**config.mk**
```make
export PLATFORM = sky130hd
export DESIGN_NAME = huff_sym_decoder
export DESIGN_NICKNAME = d
export VERILOG_FILES = /design/src/rtl/dcu_pkg.sv /design/src/rtl/dcu_bit_buf.sv /design/src/rtl/huff_sym_decoder.sv
export SDC_FILE = /design/constraint.sdc
export NUM_CORES = 1
export LEC_CHECK = 0
export ABC_AREA = 1
export CAP_MARGIN = 25
export CORE_MARGIN = 1
export CORE_UTILIZATION = 35
export DETAILED_ROUTE_END_ITERATION = 8
export GPL_TIMING_DRIVEN = 1
export MAX_ROUTING_LAYER = met4
export PLACE_DENSITY_LB_ADDON = 0.12
export SETUP_SLACK_MARGIN = 0.3
export SLEW_MARGIN = 30
export SYNTH_ARGS = -nofsm -noshare
export SYNTH_HDL_FRONTEND = slang
export SYNTH_HIERARCHICAL = 1
export SYNTH_SLANG_ARGS = --single-unit
```
**constraint.sdc**
```tcl
create_clock -name clk -period 4.6 [get_ports clk]
set_clock_uncertainty 0.1 [all_clocks]
set_input_delay 0.92 -clock clk [delete_from_list [all_inputs] [get_ports clk]]
set_output_delay 0.92 -clock clk [all_outputs]
set_load 0.02 [all_outputs]
```
**src/rtl/dcu_pkg.sv**
```systemverilog
// Shared decode-unit definitions: symbol encodings, FSM states and the
// extra-bit rules used by both the symbol decoder and the downstream text pool.
package dcu_pkg;

    typedef enum logic [2:0] {
        S_LL,
        S_EXTL,
        S_DIST,
        S_EXTD,
        S_ERR
    } dcu_state_t;

    localparam logic [5:0] SYM_LIT_BASE = 6'h00;
    localparam logic [5:0] SYM_LEN_BASE = 6'h10;
    localparam logic [5:0] SYM_EOB      = 6'h20;

    // Extra length bits: EL = L >> 1
    function automatic logic [2:0] el_bits(input logic [2:0] l);
        return l >> 1;
    endfunction

    // Extra distance bits: ED = (D < 2) ? 0 : (D >> 1) - 1
    function automatic logic [2:0] ed_bits(input logic [3:0] d);
        return (d < 4'd2) ? 3'd0 : 3'((d >> 1) - 4'd1);
    endfunction

endpackage

```
**src/rtl/dcu_bit_buf.sv**
```systemverilog
// LSB-first bit shift buffer: consumes bits from the bottom, appends whole
// bytes above the remaining bits, and can drop the partial-byte tail.
module dcu_bit_buf #(
    parameter int unsigned BUF_W = 16,
    localparam int unsigned CNT_W = $clog2(BUF_W + 1)
) (
    input  logic             clk,
    input  logic             rst_n,
    input  logic [7:0]       byte_in,
    input  logic             push,
    input  logic [CNT_W-1:0] used,
    input  logic             align,
    output logic [5:0]       head,
    output logic [CNT_W-1:0] count
);

    logic [BUF_W-1:0] bits;
    logic [BUF_W-1:0] bits_nx;
    logic [CNT_W-1:0] rem;
    logic [CNT_W-1:0] drop;
    logic [CNT_W-1:0] kept;
    logic [CNT_W-1:0] shift;

    assign head = bits[5:0];

    // Bits above count are always zero, so the new byte can simply be OR-ed in.
    always_comb begin
        rem     = count - used;
        drop    = align ? CNT_W'(rem[2:0]) : '0;
        kept    = rem - drop;
        shift   = used + drop;
        bits_nx = bits >> shift;
        if (push) begin
            bits_nx = bits_nx | (BUF_W'(byte_in) << kept);
        end
    end

    always_ff @(posedge clk) begin
        if (!rst_n) begin
            bits  <= '0;
            count <= '0;
        end else begin
            bits  <= bits_nx;
            count <= kept + (push ? CNT_W'(8) : '0);
        end
    end

endmodule

```
**src/rtl/huff_sym_decoder.sv**
```systemverilog
// Prefix-code symbol decoder: pulls bytes from an upstream FIFO and pushes
// literal / match / end-of-block symbols, four symbols per match.
module huff_sym_decoder
    import dcu_pkg::*;
#(
    parameter int unsigned BUF_W = 16
) (
    input  logic       clk,
    input  logic       rst_n,
    input  logic       in_rempty,
    input  logic [7:0] in_data,
    output logic       in_rinc,
    input  logic       out_wfull,
    output logic       out_winc,
    output logic [5:0] out_symb,
    output logic       eob,
    output logic       err
);

    localparam int unsigned CNT_W = $clog2(BUF_W + 1);

    dcu_state_t       state, state_nx;
    logic [2:0]       len_q, len_nx;
    logic [3:0]       dist_q, dist_nx;
    logic             err_q, err_nx;
    logic [5:0]       head;
    logic [CNT_W-1:0] count;
    logic [CNT_W-1:0] used;
    logic [2:0]       need;
    logic [5:0]       field;
    logic [5:0]       symb;
    logic             have, push, align, is_eob, fault;

    dcu_bit_buf #(.BUF_W(BUF_W)) u_bit_buf (
        .clk     (clk),
        .rst_n   (rst_n),
        .byte_in (in_data),
        .push    (in_rinc),
        .used    (used),
        .align   (align),
        .head    (head),
        .count   (count)
    );

    assign field = head & ~(6'h3F << need);

    always_comb begin
        state_nx = state;
        len_nx   = len_q;
        dist_nx  = dist_q;
        err_nx   = err_q;
        need     = '0;
        symb     = '0;
        is_eob   = 1'b0;
        fault    = 1'b0;
        align    = 1'b0;

        // Field width is known from the prefix bits; when the prefix is not yet
        // buffered the assumed width exceeds count, so nothing fires early.
        case (state)
            S_LL: begin
                need = (!head[0] || !head[1]) ? 3'd5 : 3'd3;
                if (!head[0]) begin
                    symb = SYM_LIT_BASE | {2'b00, head[4:1]};
                end else if (!head[1]) begin
                    symb = SYM_LEN_BASE + {3'b000, head[4:2]};
                end else if (!head[2]) begin
                    symb   = SYM_EOB;
                    is_eob = 1'b1;
                end else begin
                    fault = 1'b1;
                end
            end
            S_EXTL: begin
                need = el_bits(len_q);
                symb = field;
            end
            S_DIST: begin
                need = 3'd4;
                symb = field;
            end
            S_EXTD: begin
                need = ed_bits(dist_q);
                symb = field;
            end
            default: need = '0;
        endcase

        have = (state != S_ERR) && (count >= CNT_W'(need));
        push = rst_n && have && !fault && !out_wfull;

        if (have && fault) begin
            state_nx = S_ERR;
            err_nx   = 1'b1;
        end else if (push) begin
            case (state)
                S_LL: begin
                    if (is_eob) begin
                        align = 1'b1;
                    end else if (head[0]) begin
                        len_nx   = head[4:2];
                        state_nx = S_EXTL;
                    end
                end
                S_EXTL: state_nx = S_DIST;
                S_DIST: begin
                    dist_nx  = head[3:0];
                    state_nx = S_EXTD;
                end
                S_EXTD: state_nx = S_LL;
                default: state_nx = state;
            endcase
        end
    end

    assign used     = push ? CNT_W'(need) : '0;
    assign out_winc = push;
    assign eob      = push && is_eob;
    assign out_symb = rst_n ? symb : '0;
    assign err      = err_q;
    assign in_rinc  = rst_n && (state != S_ERR) && (count <= CNT_W'(BUF_W - 8)) && !in_rempty;

    always_ff @(posedge clk) begin
        if (!rst_n) begin
            state  <= S_LL;
            len_q  <= '0;
            dist_q <= '0;
            err_q  <= 1'b0;
        end else begin
            state  <= state_nx;
            len_q  <= len_nx;
            dist_q <= dist_nx;
            err_q  <= err_nx;
        end
    end

endmodule

```
After elaboration in Yosys (flattened, before gate mapping)
Index checks and enable logic that the tools add are counted.

Bits in registers: 32. Bits of input ports: 12. Output and inout bits: 10. Logic and storage cells: 87.

Multiplexer cells: 29. Add/subtract/negate cells: 6. Reduce and logical (&&, ||, !) cells: 25. Bitwise operators: 6. Equality and inequality tests: 8. Shifts and indexed selects: 3. Order comparisons: 3.

Operators by type and width (number): $mux W3 (8); $mux W6 (4); $pmux W3 S4 (2); $mux W16 (1); $or A16 B16 Y16 (1); $shl A8 B5 Y16 (1); $shr A16 B5 Y16 (1); $mux W1 (12); $pmux W6 S2 (1); $logic_and A1 B1 Y1 (9); $reduce_and A4 Y1 (2); $add A5 B3 Y6 const A (1); $and A6 B6 Y6 (1); $eq A3 B2 Y1 const B (2); $ne A3 B3 Y1 const B (2); $not A6 Y6 (1); $shl A6 B3 Y6 const A (1); $add A3 B5 Y5 (1); $add A5 B5 Y5 (1); $ge A5 B3 Y1 (1); $le A5 B4 Y1 const B (1); $logic_not A1 Y1 (5); $reduce_and A5 Y1 (1); $reduce_bool A5 Y1 (1); 17 further kinds (19).

Depth between registers and ports, before layout
Gate-level depths: netlist of the first run.

Depth after elaboration: 16. Gate-level depth with buffers: 33. Gate-level depth less buffers: 33.

Cells and area by module
Netlist of the first run, hierarchy kept.

Modules (own cells, without submodules): dcu_bit_buf (sequential area each 420.4 um2, area each 2396.0 um2, cells each 420, times used 1); huff_sym_decoder (sequential area each 180.2 um2, area each 978.4 um2, cells each 170, times used 1).

Worst setup path after synthesis of the first run
Ideal clock, no wire load.

Kind: reg2reg. Start: register dist_q[1]. End: register u_bit_buf.bits[7]. Data required time: 4.372 ns. Slack: 0.020 ns. Library setup time: 0.128 ns. Path buffers: 1. Data arrival time: 4.352 ns. Period minus slack after synthesis: 4.580 ns. Stages on the path, launching flop included: 29. Cells stage by stage: dfxtp_1 > inv_1 > ha_1 > xnor2_1 > nor2_2 > nor2_2 > ha_1 > nand2_1 > inv_1 > nand2_1 > nand2_1 > nand2_1 > nor2_8 > inv_2 > nor2_1 > ha_1 > fa_1 > nor2_1 > inv_1 > fa_1 > inv_1 > clkbuf_1 > nand3_1 > nand3_1 > nand3_1 > nand2_1 > inv_1 > nor2_1 > nor2_1.

Longest elaborated chain between the ends: 15. Elaborated cells between the ends (all ways): 21. Classes of those cells: add/sub: 4; order compare: 2; shift: 2; mux: 7; bitwise: 1; reduce/logical: 5.

Ends and longest elaborated chain: from (decl) (RTL line huff_sym_decoder.sv:24) `logic [3:0] dist_q, dist_nx;`; from (signal assigned) (RTL line huff_sym_decoder.sv:132) `dist_q <= dist_nx;`; $lt A4 B2 Y1 / $sub A3 B1 Y3 (equally long branches) (RTL line dcu_pkg.sv:24) `return (d < 4'd2) ? 3'd0 : 3'((d >> 1) - 4'd1);`; $mux W3 * (RTL line dcu_pkg.sv:24); $pmux W3 S4 * (RTL line huff_sym_decoder.sv:60) `case (state)`; $ge A5 B3 Y1 * (RTL line huff_sym_decoder.sv:89) `have = (state != S_ERR) && (count >= CNT_W'(need));`; $logic_and A1 B1 Y1 * (RTL line huff_sym_decoder.sv:89); $logic_and A1 B1 Y1 * (3 in a row) (RTL line huff_sym_decoder.sv:90) `push = rst_n && have && !fault && !out_wfull;`; net out_winc (RTL line huff_sym_decoder.sv:14) `output logic out_winc,`; $mux W3 * (RTL line huff_sym_decoder.sv:116) `assign used = push ? CNT_W'(need) : '0;`; net used[0] (RTL line huff_sym_decoder.sv:28) `logic [CNT_W-1:0] used;`; $sub A5 B3 Y5 (RTL line dcu_bit_buf.sv:28) `rem = count - used;`; $mux W3 (RTL line dcu_bit_buf.sv:29) `drop = align ? CNT_W'(rem[2:0]) : '0;`; $add A3 B5 Y5 / $sub A5 B5 Y5 (equally long branches) (RTL line dcu_bit_buf.sv:31, dcu_bit_buf.sv:30); $shr A16 B5 Y16 / $shl A8 B5 Y16 (equally long branches) (RTL line dcu_bit_buf.sv:32, dcu_bit_buf.sv:34); $or A16 B16 Y16 (RTL line dcu_bit_buf.sv:34) `bits_nx = bits_nx | (BUF_W'(byte_in) << kept);`; $mux W16 * (RTL line dcu_bit_buf.sv:33) `if (push) begin`; to (signal assigned) (RTL line dcu_bit_buf.sv:43) `bits <= bits_nx;`; to (decl) (RTL line dcu_bit_buf.sv:17) `logic [BUF_W-1:0] bits;`.

Mark *: on every way through the listed nets, which the timed path passes. The rest lies on a longest branch. A chain may end at the register's enable or synchronous reset.

Final worst setup path of the first run
Start: register state[1]. End: register u_bit_buf.bits[13].

Longest elaborated chain between the ends: 14. Elaborated cells between the ends (all ways): 31. Classes of those cells: add/sub: 3; order compare: 1; eq/ne: 4; shift: 2; mux: 10; bitwise: 1; reduce/logical: 10.

Ends and longest elaborated chain: from (decl) (RTL line huff_sym_decoder.sv:22) `dcu_state_t state, state_nx;`; from (signal assigned) (RTL line huff_sym_decoder.sv:130) `state <= state_nx;`; $eq A3 B2 Y1 (tied with other cells) (RTL line huff_sym_decoder.sv:60); $pmux W3 S4 (RTL line huff_sym_decoder.sv:60); $ge A5 B3 Y1 (RTL line huff_sym_decoder.sv:89); $logic_and A1 B1 Y1 (RTL line huff_sym_decoder.sv:89); $logic_and A1 B1 Y1 (3 in a row) (RTL line huff_sym_decoder.sv:90); $mux W3 * (RTL line huff_sym_decoder.sv:116); net used[0] (RTL line huff_sym_decoder.sv:28); $sub A5 B3 Y5 (RTL line dcu_bit_buf.sv:28); $mux W3 (RTL line dcu_bit_buf.sv:29); $add A3 B5 Y5 / $sub A5 B5 Y5 (equally long branches) (RTL line dcu_bit_buf.sv:31, dcu_bit_buf.sv:30); $shr A16 B5 Y16 / $shl A8 B5 Y16 (equally long branches) (RTL line dcu_bit_buf.sv:32, dcu_bit_buf.sv:34); $or A16 B16 Y16 (RTL line dcu_bit_buf.sv:34); $mux W16 * (RTL line dcu_bit_buf.sv:33).

Marked as above.

==> results.py, run 1 <==
metrics = {
    "sta": {
        "rsz0062_at_grt": "true",
        "slew_violations": 0,
        "slew_headroom_pct": 62.3,
        "hold-worst-slack_ps": 371,
        "finalHoldViolations": 0,
        "finalSetupViolations": 0,
        "worstMarginPinSlew_ps": 562,
        "clock.fmax_mhz": 241,
        "finalSetupTns_ps": 0,
        "layout_worst_path_cycle_share_pct": 90.3,
        "min_period_ps": 4150,
    },
    "drt": {
        "drt_iter0_markers": 198,
        "via_per_inst": 5.04,
        "num_vias": 3893,
        "wl_per_cell_um": 14.0,
        "drc": 0,
        "drt_pass1_iterations": 7,
        "postRouteAntennaNets": 0,
        "routed_wl_um": 10800,
    },
    "power_and_ir_drop": {
        "combPwrFrac_pct": 72.5,
        "totalPowerFinal_mw": 2.01,
        "power_density_nw_per_um2": 443,
        "p_sw_mw": 1.08,
        "p_int_mw": 0.931,
        "power.share.clock_pct": 11.4,
        "p_seq_share_pct": 16.1,
        "p_leak_nw": 2.10,
        "max-vdd-ir-drop_mv": 0.300,
        "netSwitchingFraction_pct": 53.7,
    },
    "yosys": {
        "synth_top_area_cell": "nand3_1",
        "synthArstFlopShare_pct": 0,
        "netlist_area_sq_um": 3370,
        "ys_ff_latch": 30,
        "post-synth-top-count-cell": "nand2_1",
        "synth_seq_area_share_pct": 17.8,
        "synth-warning-count": 6,
        "avgSynthCellArea_sq_um": 5.72,
        "netlist_instances": 590,
        "synth_edf_count": 0,
        "synth.area.top_cells": "nand3_1 21%, nand2_1 18%, dfxtp_1 18%",
        "synth_common_cells": "161 x nand2_1, 140 x nand3_1, 67 x inv_1",
        "yosysTopAreaCellShare_pct": 20.8,
        "synth_cell_types": 36,
        "synth_ff_type": "dfxtp_1",
    },
    "worst_setup_path": {
        "crit_type": "flop to flop",
        "worstPathRequired_ps": 4700,
        "start_kind": "flop",
        "arrival_ps": 4260,
        "end_kind": "flop",
        "cp_max_fo": 5,
        "r2r_start": "state[1]",
        "critical_path.startpoint": "state[1]",
    },
    "clock_network": {
        "cts.path.max_buffers": 2,
        "cts_buffers": 5,
        "clk_pin_slew_worst_paths_ps": 80,
        "cts_root_buf": "clkbuf_8",
        "cts_max_level": 2,
        "clock_latency_ps": 300,
        "clock_sinks": 30,
        "cts_tree": "built",
    },
    "finish": {
        "antenna_cells": 0,
        "final_area_sq_um": 4540,
        "drive_gt1_share_pct": 26.7,
        "syn_to_final_growth_pct": 34.5,
        "stdcell_count": 772,
        "num-nets-final": 668,
    },
    "grt": {
        "grt_usage_pct": 22.6,
        "grt_overflow_total": 0,
        "grt_max_degree": 19,
        "antenna_found_initial": 0,
        "grt_pass1_vias": 3656,
        "grt_pass1_wl_um": 17500,
    },
    "floorplan": {
        "initial_core_util_pct": 36.3,
        "dieArea_sq_um": 10000,
        "rows": 35,
        "core-area_sq_um": 9280,
        "io_pins": 22,
        "die_w_um": 100,
        "dieHeight_um": 100,
    },
    "worst_hold_path": {
        "hp-class": "flop to flop",
        "hp-start": "err",
    },
    "placement": {
        "place.gp.congestion": 0.884,
        "placed_cell_area_sq_um": 3770,
        "dp_hpwl_um": 8000,
        "portBuffers": 21,
        "dp_cells": 744,
    },
    "run": {
        "max-cap-violations": 0,
    },
    "status": {
        "status": "finished, final reports clean",
    },
}
==> cell type report <==
type	count	area, sq um
clock buffer	7	86.3
clock inverter	1	5.00
fill	967	4740
inverter	81	325
multi-input combinational	467	2800
sequential	30	613
tap	129	161
timing repair buffer	57	548
==> worst paths after layout <==
path / slack, ps / cells after the start / to
min reg2reg: 370 / 2 / err
max: 450 / 25 / u_bit_buf/bits[13]
max reg2reg: 450 / 25 / u_bit_buf/bits[13]
min: 370 / 2 / err
==> through the flow <==
step,utilization [%],setup slack (ps)
2_1_floorplan,-,318
3_3_place_gp,40.6,101
3_5_place_dp,40.6,57.2
4_1_cts,43.5,281
5_1_grt,48.9,240
6_report,48.9,447
==> kinds of logic (layout without fill, tap and decap cells) <==
logic type | count (synthesis) | after routing | synth area share, %
xor gates and xnor gates | 3 | 3 | 0.779
other | 2 | 8 | 0.223
buffers and inverters | 101 | 146 | 13.7
and+or+nand+nor | 391 | 393 | 53.8
DFF | 30 | 30 | 17.8
adders and majority gates | 14 | 14 | 5.64
AOI/OAI and AO/OA | 49 | 49 | 8.08
==> cells in the final DEF (no fill, tap or decap), drive strengths merged, types with 4 or more instances in the layout <==
cell type	instances
nand2	174
nand3	142
inv	78
nor2	64
buf	36
dfxtp	30
a21oi	29
clkdlybuf4s50	21
o21ai	15
ha	12
nand4	8
conb	8
clkbuf	7
clkinv	4
==> critical path, stage by stage, from the launching register on <==
cell,delay [ps]
dfxtp_4,390
nand2_2,70
nor2_4,140
nand2_2,80
nor2_2,120
nor2_2,50
ha_1,300
nand2_1,60
nand2_1,60
nor2_2,100
nand2_1,70
nand2_2,100
nor2_8,50
inv_4,90
nor2_4,50
ha_4,180
fa_2,560
nor2_4,50
inv_2,50
fa_2,510
buf_6,170
buf_16,130
nand3_4,90
nand3_4,80
or2_1,230
a21oi_2,160
==> sequential cells by signal (all words and copies together), names as in the netlist <==
signal	flops
u_bit_buf/bits	16
state	3
dist_q	3
u_bit_buf/count	5
len_q	2
err	1
==> metal layers <==
layer | vias up | part of all wire, % | GRT usage [%]
li1 | 2007 | - | -
met1 | 1791 | 47 | 28.6
met2 | 79 | 47 | 36.9
met3 | 16 | 3.3 | 2.72
met4 | 0 | 2.1 | 8.47
met5 | - | 0 | -
==> power groups by stage <==
stage	registers [mW]	logic, mW	clock network (mW)
floorplan	0.316	0.946	0
global placement	0.329	1.16	0
detailed placement	0.329	1.16	0
CTS	0.323	1.24	0.234
global route	0.327	1.63	0.243
finish	0.324	1.46	0.229
==> timing repair <==
action / in CTS / in global routing
hold endpoints to repair: 0 / 0
setup endpoints to repair: 16 / 18
buffers inserted: 7 / 10
hold buffers: 0 / 0
cloned: 2 / 1
pin swaps: 9 / 40
resized for setup: 23 / 97
(Power assumes the default switching activity.)
==> run 2, diff against run 1 <==
--- a/config.mk
+++ b/config.mk
@@ -7,14 +7,15 @@
 export LEC_CHECK = 0
 export ABC_AREA = 1
 export CAP_MARGIN = 25
+export CELL_PAD_IN_SITES_DETAIL_PLACEMENT = 1
+export CELL_PAD_IN_SITES_GLOBAL_PLACEMENT = 2
 export CORE_MARGIN = 1
-export CORE_UTILIZATION = 35
+export CORE_UTILIZATION = 29
 export DETAILED_ROUTE_END_ITERATION = 8
 export GPL_TIMING_DRIVEN = 1
 export MAX_ROUTING_LAYER = met4
 export PLACE_DENSITY_LB_ADDON = 0.12
 export SETUP_SLACK_MARGIN = 0.3
-export SLEW_MARGIN = 30
 export SYNTH_ARGS = -nofsm -noshare
 export SYNTH_HDL_FRONTEND = slang
 export SYNTH_HIERARCHICAL = 1
==> results.py, run 2 (synthesis gave the netlist of run 1 again) <==
metrics = {
    "status": {
        "status": "finished, final reports clean",
    },
    "power_and_ir_drop": {
        "p_seq_share_pct": 15.0,
        "power.share.clock_pct": 17.2,
        "p_int_mw": 1.06,
        "p_leak_nw": 2.19,
        "netSwitchingFraction_pct": 51.3,
        "totalPowerFinal_mw": 2.18,
        "max-vdd-ir-drop_mv": 0.382,
        "combPwrFrac_pct": 67.8,
        "p_sw_mw": 1.12,
        "power_density_nw_per_um2": 463,
    },
    "finish": {
        "regMostFlops": "u_bit_buf/bits",
        "num-nets-final": 688,
        "num-fill-cells": 1514,
        "seqCellArea_sq_um": 613,
        "drive_gt1_share_pct": 27.8,
        "multi_input_comb_area_sq_um": 2740,
        "final_core_util_pct": 41.4,
        "layout_commonest_cell": "nand2_1",
        "largestRegisters": "u_bit_buf/bits x16, u_bit_buf/count x5",
        "antenna_cells": 0,
        "largest_register_ffs": 16,
        "layout_common_cells": "146 x nand2_1, 117 x nand3_1, 62 x inv_1",
        "syn_to_final_growth_pct": 39.6,
    },
    "sta": {
        "final.setup.worst_slack_ps": 277,
        "layout_worst_path_cycle_share_pct": 94.0,
        "finalHoldViolations": 0,
        "worstMarginPinSlew_ps": 627,
        "finalSetupViolations": 0,
        "slew_headroom_pct": 57.9,
        "clock.fmax_mhz": 231,
        "finalSetupTns_ps": 0,
        "rsz0062_at_grt": "true",
        "slew_violations": 0,
        "hold-worst-slack_ps": 355,
        "min_period_ps": 4320,
    },
    "worst_setup_path": {
        "crit_slowest_cell": "fa_2",
        "crit_cells": 26,
        "slowest_delay_ps": 640,
        "arrival_ps": 4420,
        "r2r_cells": 26,
        "cp_max_fo": 6,
        "crit_type": "flop to flop",
        "critPathBufInv": 5,
        "worstPathRequired_ps": 4690,
        "crit_family": "adder cells",
        "crit_top_cell": "nor2_4",
        "start_kind": "flop",
        "end_kind": "flop",
    },
    "clock_network": {
        "clk_pin_slew_worst_paths_ps": 60,
        "cts_max_level": 2,
        "cts_buffers": 5,
        "cts_hold_buf": 0,
        "cts_root_buf": "clkbuf_16",
        "clock_sinks": 30,
        "clock_latency_ps": 290,
        "cts.path.max_buffers": 2,
        "cts_tree": "built",
    },
    "placement": {
        "dp_slack_ps": 6.78,
        "portBuffers": 21,
        "dp_hpwl_um": 9890,
        "place.gp.congestion": 0.840,
    },
    "grt": {
        "busiest_layer": "met2",
        "grt_usage_pct": 23.2,
        "antenna_found_initial": 0,
        "grt_pass1_wl_um": 20500,
        "grt_max_degree": 19,
        "grt_overflow_total": 0,
        "grt_use_met1_pct": 28.3,
        "grt_pass1_vias": 4066,
        "grtUsageMet2_pct": 40.5,
        "met3_usage_pct": 2.43,
    },
    "run": {
        "max-cap-violations": 0,
    },
    "worst_hold_path": {
        "whs_path_depth": 2,
        "hp-class": "flop to flop",
    },
    "floorplan": {
        "initial_core_util_pct": 29.7,
        "dieHeight_um": 110,
        "io_pins": 22,
        "dieArea_sq_um": 12100,
        "core-area_sq_um": 11400,
        "rows": 39,
        "die_w_um": 110,
    },
    "drt": {
        "drt_pass1_iterations": 4,
        "via_per_inst": 5.09,
        "postRouteAntennaNets": 0,
        "routed_wl_um": 13600,
        "num_vias": 4101,
        "drt_iter0_markers": 146,
        "wl_per_cell_um": 16.9,
        "drc": 0,
    },
}
-- run 2: final timing paths --
| check | startpoint | to | slack [ps] |
|---|---|---|---|
| setup / recovery | state[1] | u_bit_buf/bits[5] | 280 |
| hold reg to reg | err | err | 350 |
| hold / removal | err | err | 350 |
| setup reg to reg | state[1] | u_bit_buf/bits[5] | 280 |
-- run 2: final cells by class --
class | instances | share of cell area (%)
clock buffer | 8 | 3.53
sequential | 30 | 13.0
timing repair buffer | 75 | 14.3
inverter | 81 | 6.88
multi-input combinational | 467 | 58.2
tap | 143 | 3.80
timing repair inverter | 2 | 0.292
-- run 2: power groups by stage --
stage	registers [mW]	clock network, mW	logic (mW)
2_1_floorplan	0.316	0	0.946
3_3_place_gp	0.330	0	1.23
3_5_place_dp	0.330	0	1.26
4_1_cts	0.324	0.382	1.35
5_1_grt	0.332	0.392	1.66
6_report	0.327	0.375	1.48
-- run 2: what timing repair did --
| action | CTS | global route |
|---|---|---|
| setup buffers | 6 | 23 |
| resized for setup | 39 | 73 |
| endpoints found under the setup margin | 16 | 17 |
| pin swaps | 15 | 46 |
| cloned | 3 | 3 |
-- run 2: metrics by stage --
| stage | cells | cell area, sq um |
|---|---|---|
| floorplan | 596 | 3410 |
| global placement | 763 | 3820 |
| detailed placement | 763 | 3820 |
| CTS | 780 | 4210 |
| global route | 806 | 4710 |
| finish | 806 | 4710 |
-- run 2: metal layers --
metal | up-vias | part of all wire, %
li1 | 2056 | -
met2 | 51 | 52
met5 | - | 0
met3 | 11 | 1.9
met4 | 0 | 1.4
met1 | 1983 | 45
-- run 2: worst register-to-register path, stage by stage, from the launching register on --
cell and delay, ps:
dfxtp_4 390, nand2_4 70, nor2_4 180, nand2_2 100, nor2_4 140, nor2_4 60
ha_4 280, nand2_2 50, inv_1 40, nand2_1 70, nand2_1 90, nand2_2 90
nor2_8 140, inv_4 60, nor2_4 130, ha_4 150, fa_2 480, nor2_4 150
inv_2 50, fa_2 640, buf_6 140, inv_4 50, o21ai_2 90, nand3_2 130
a21boi_2 140, nand2_1 80, a21oi_1 150
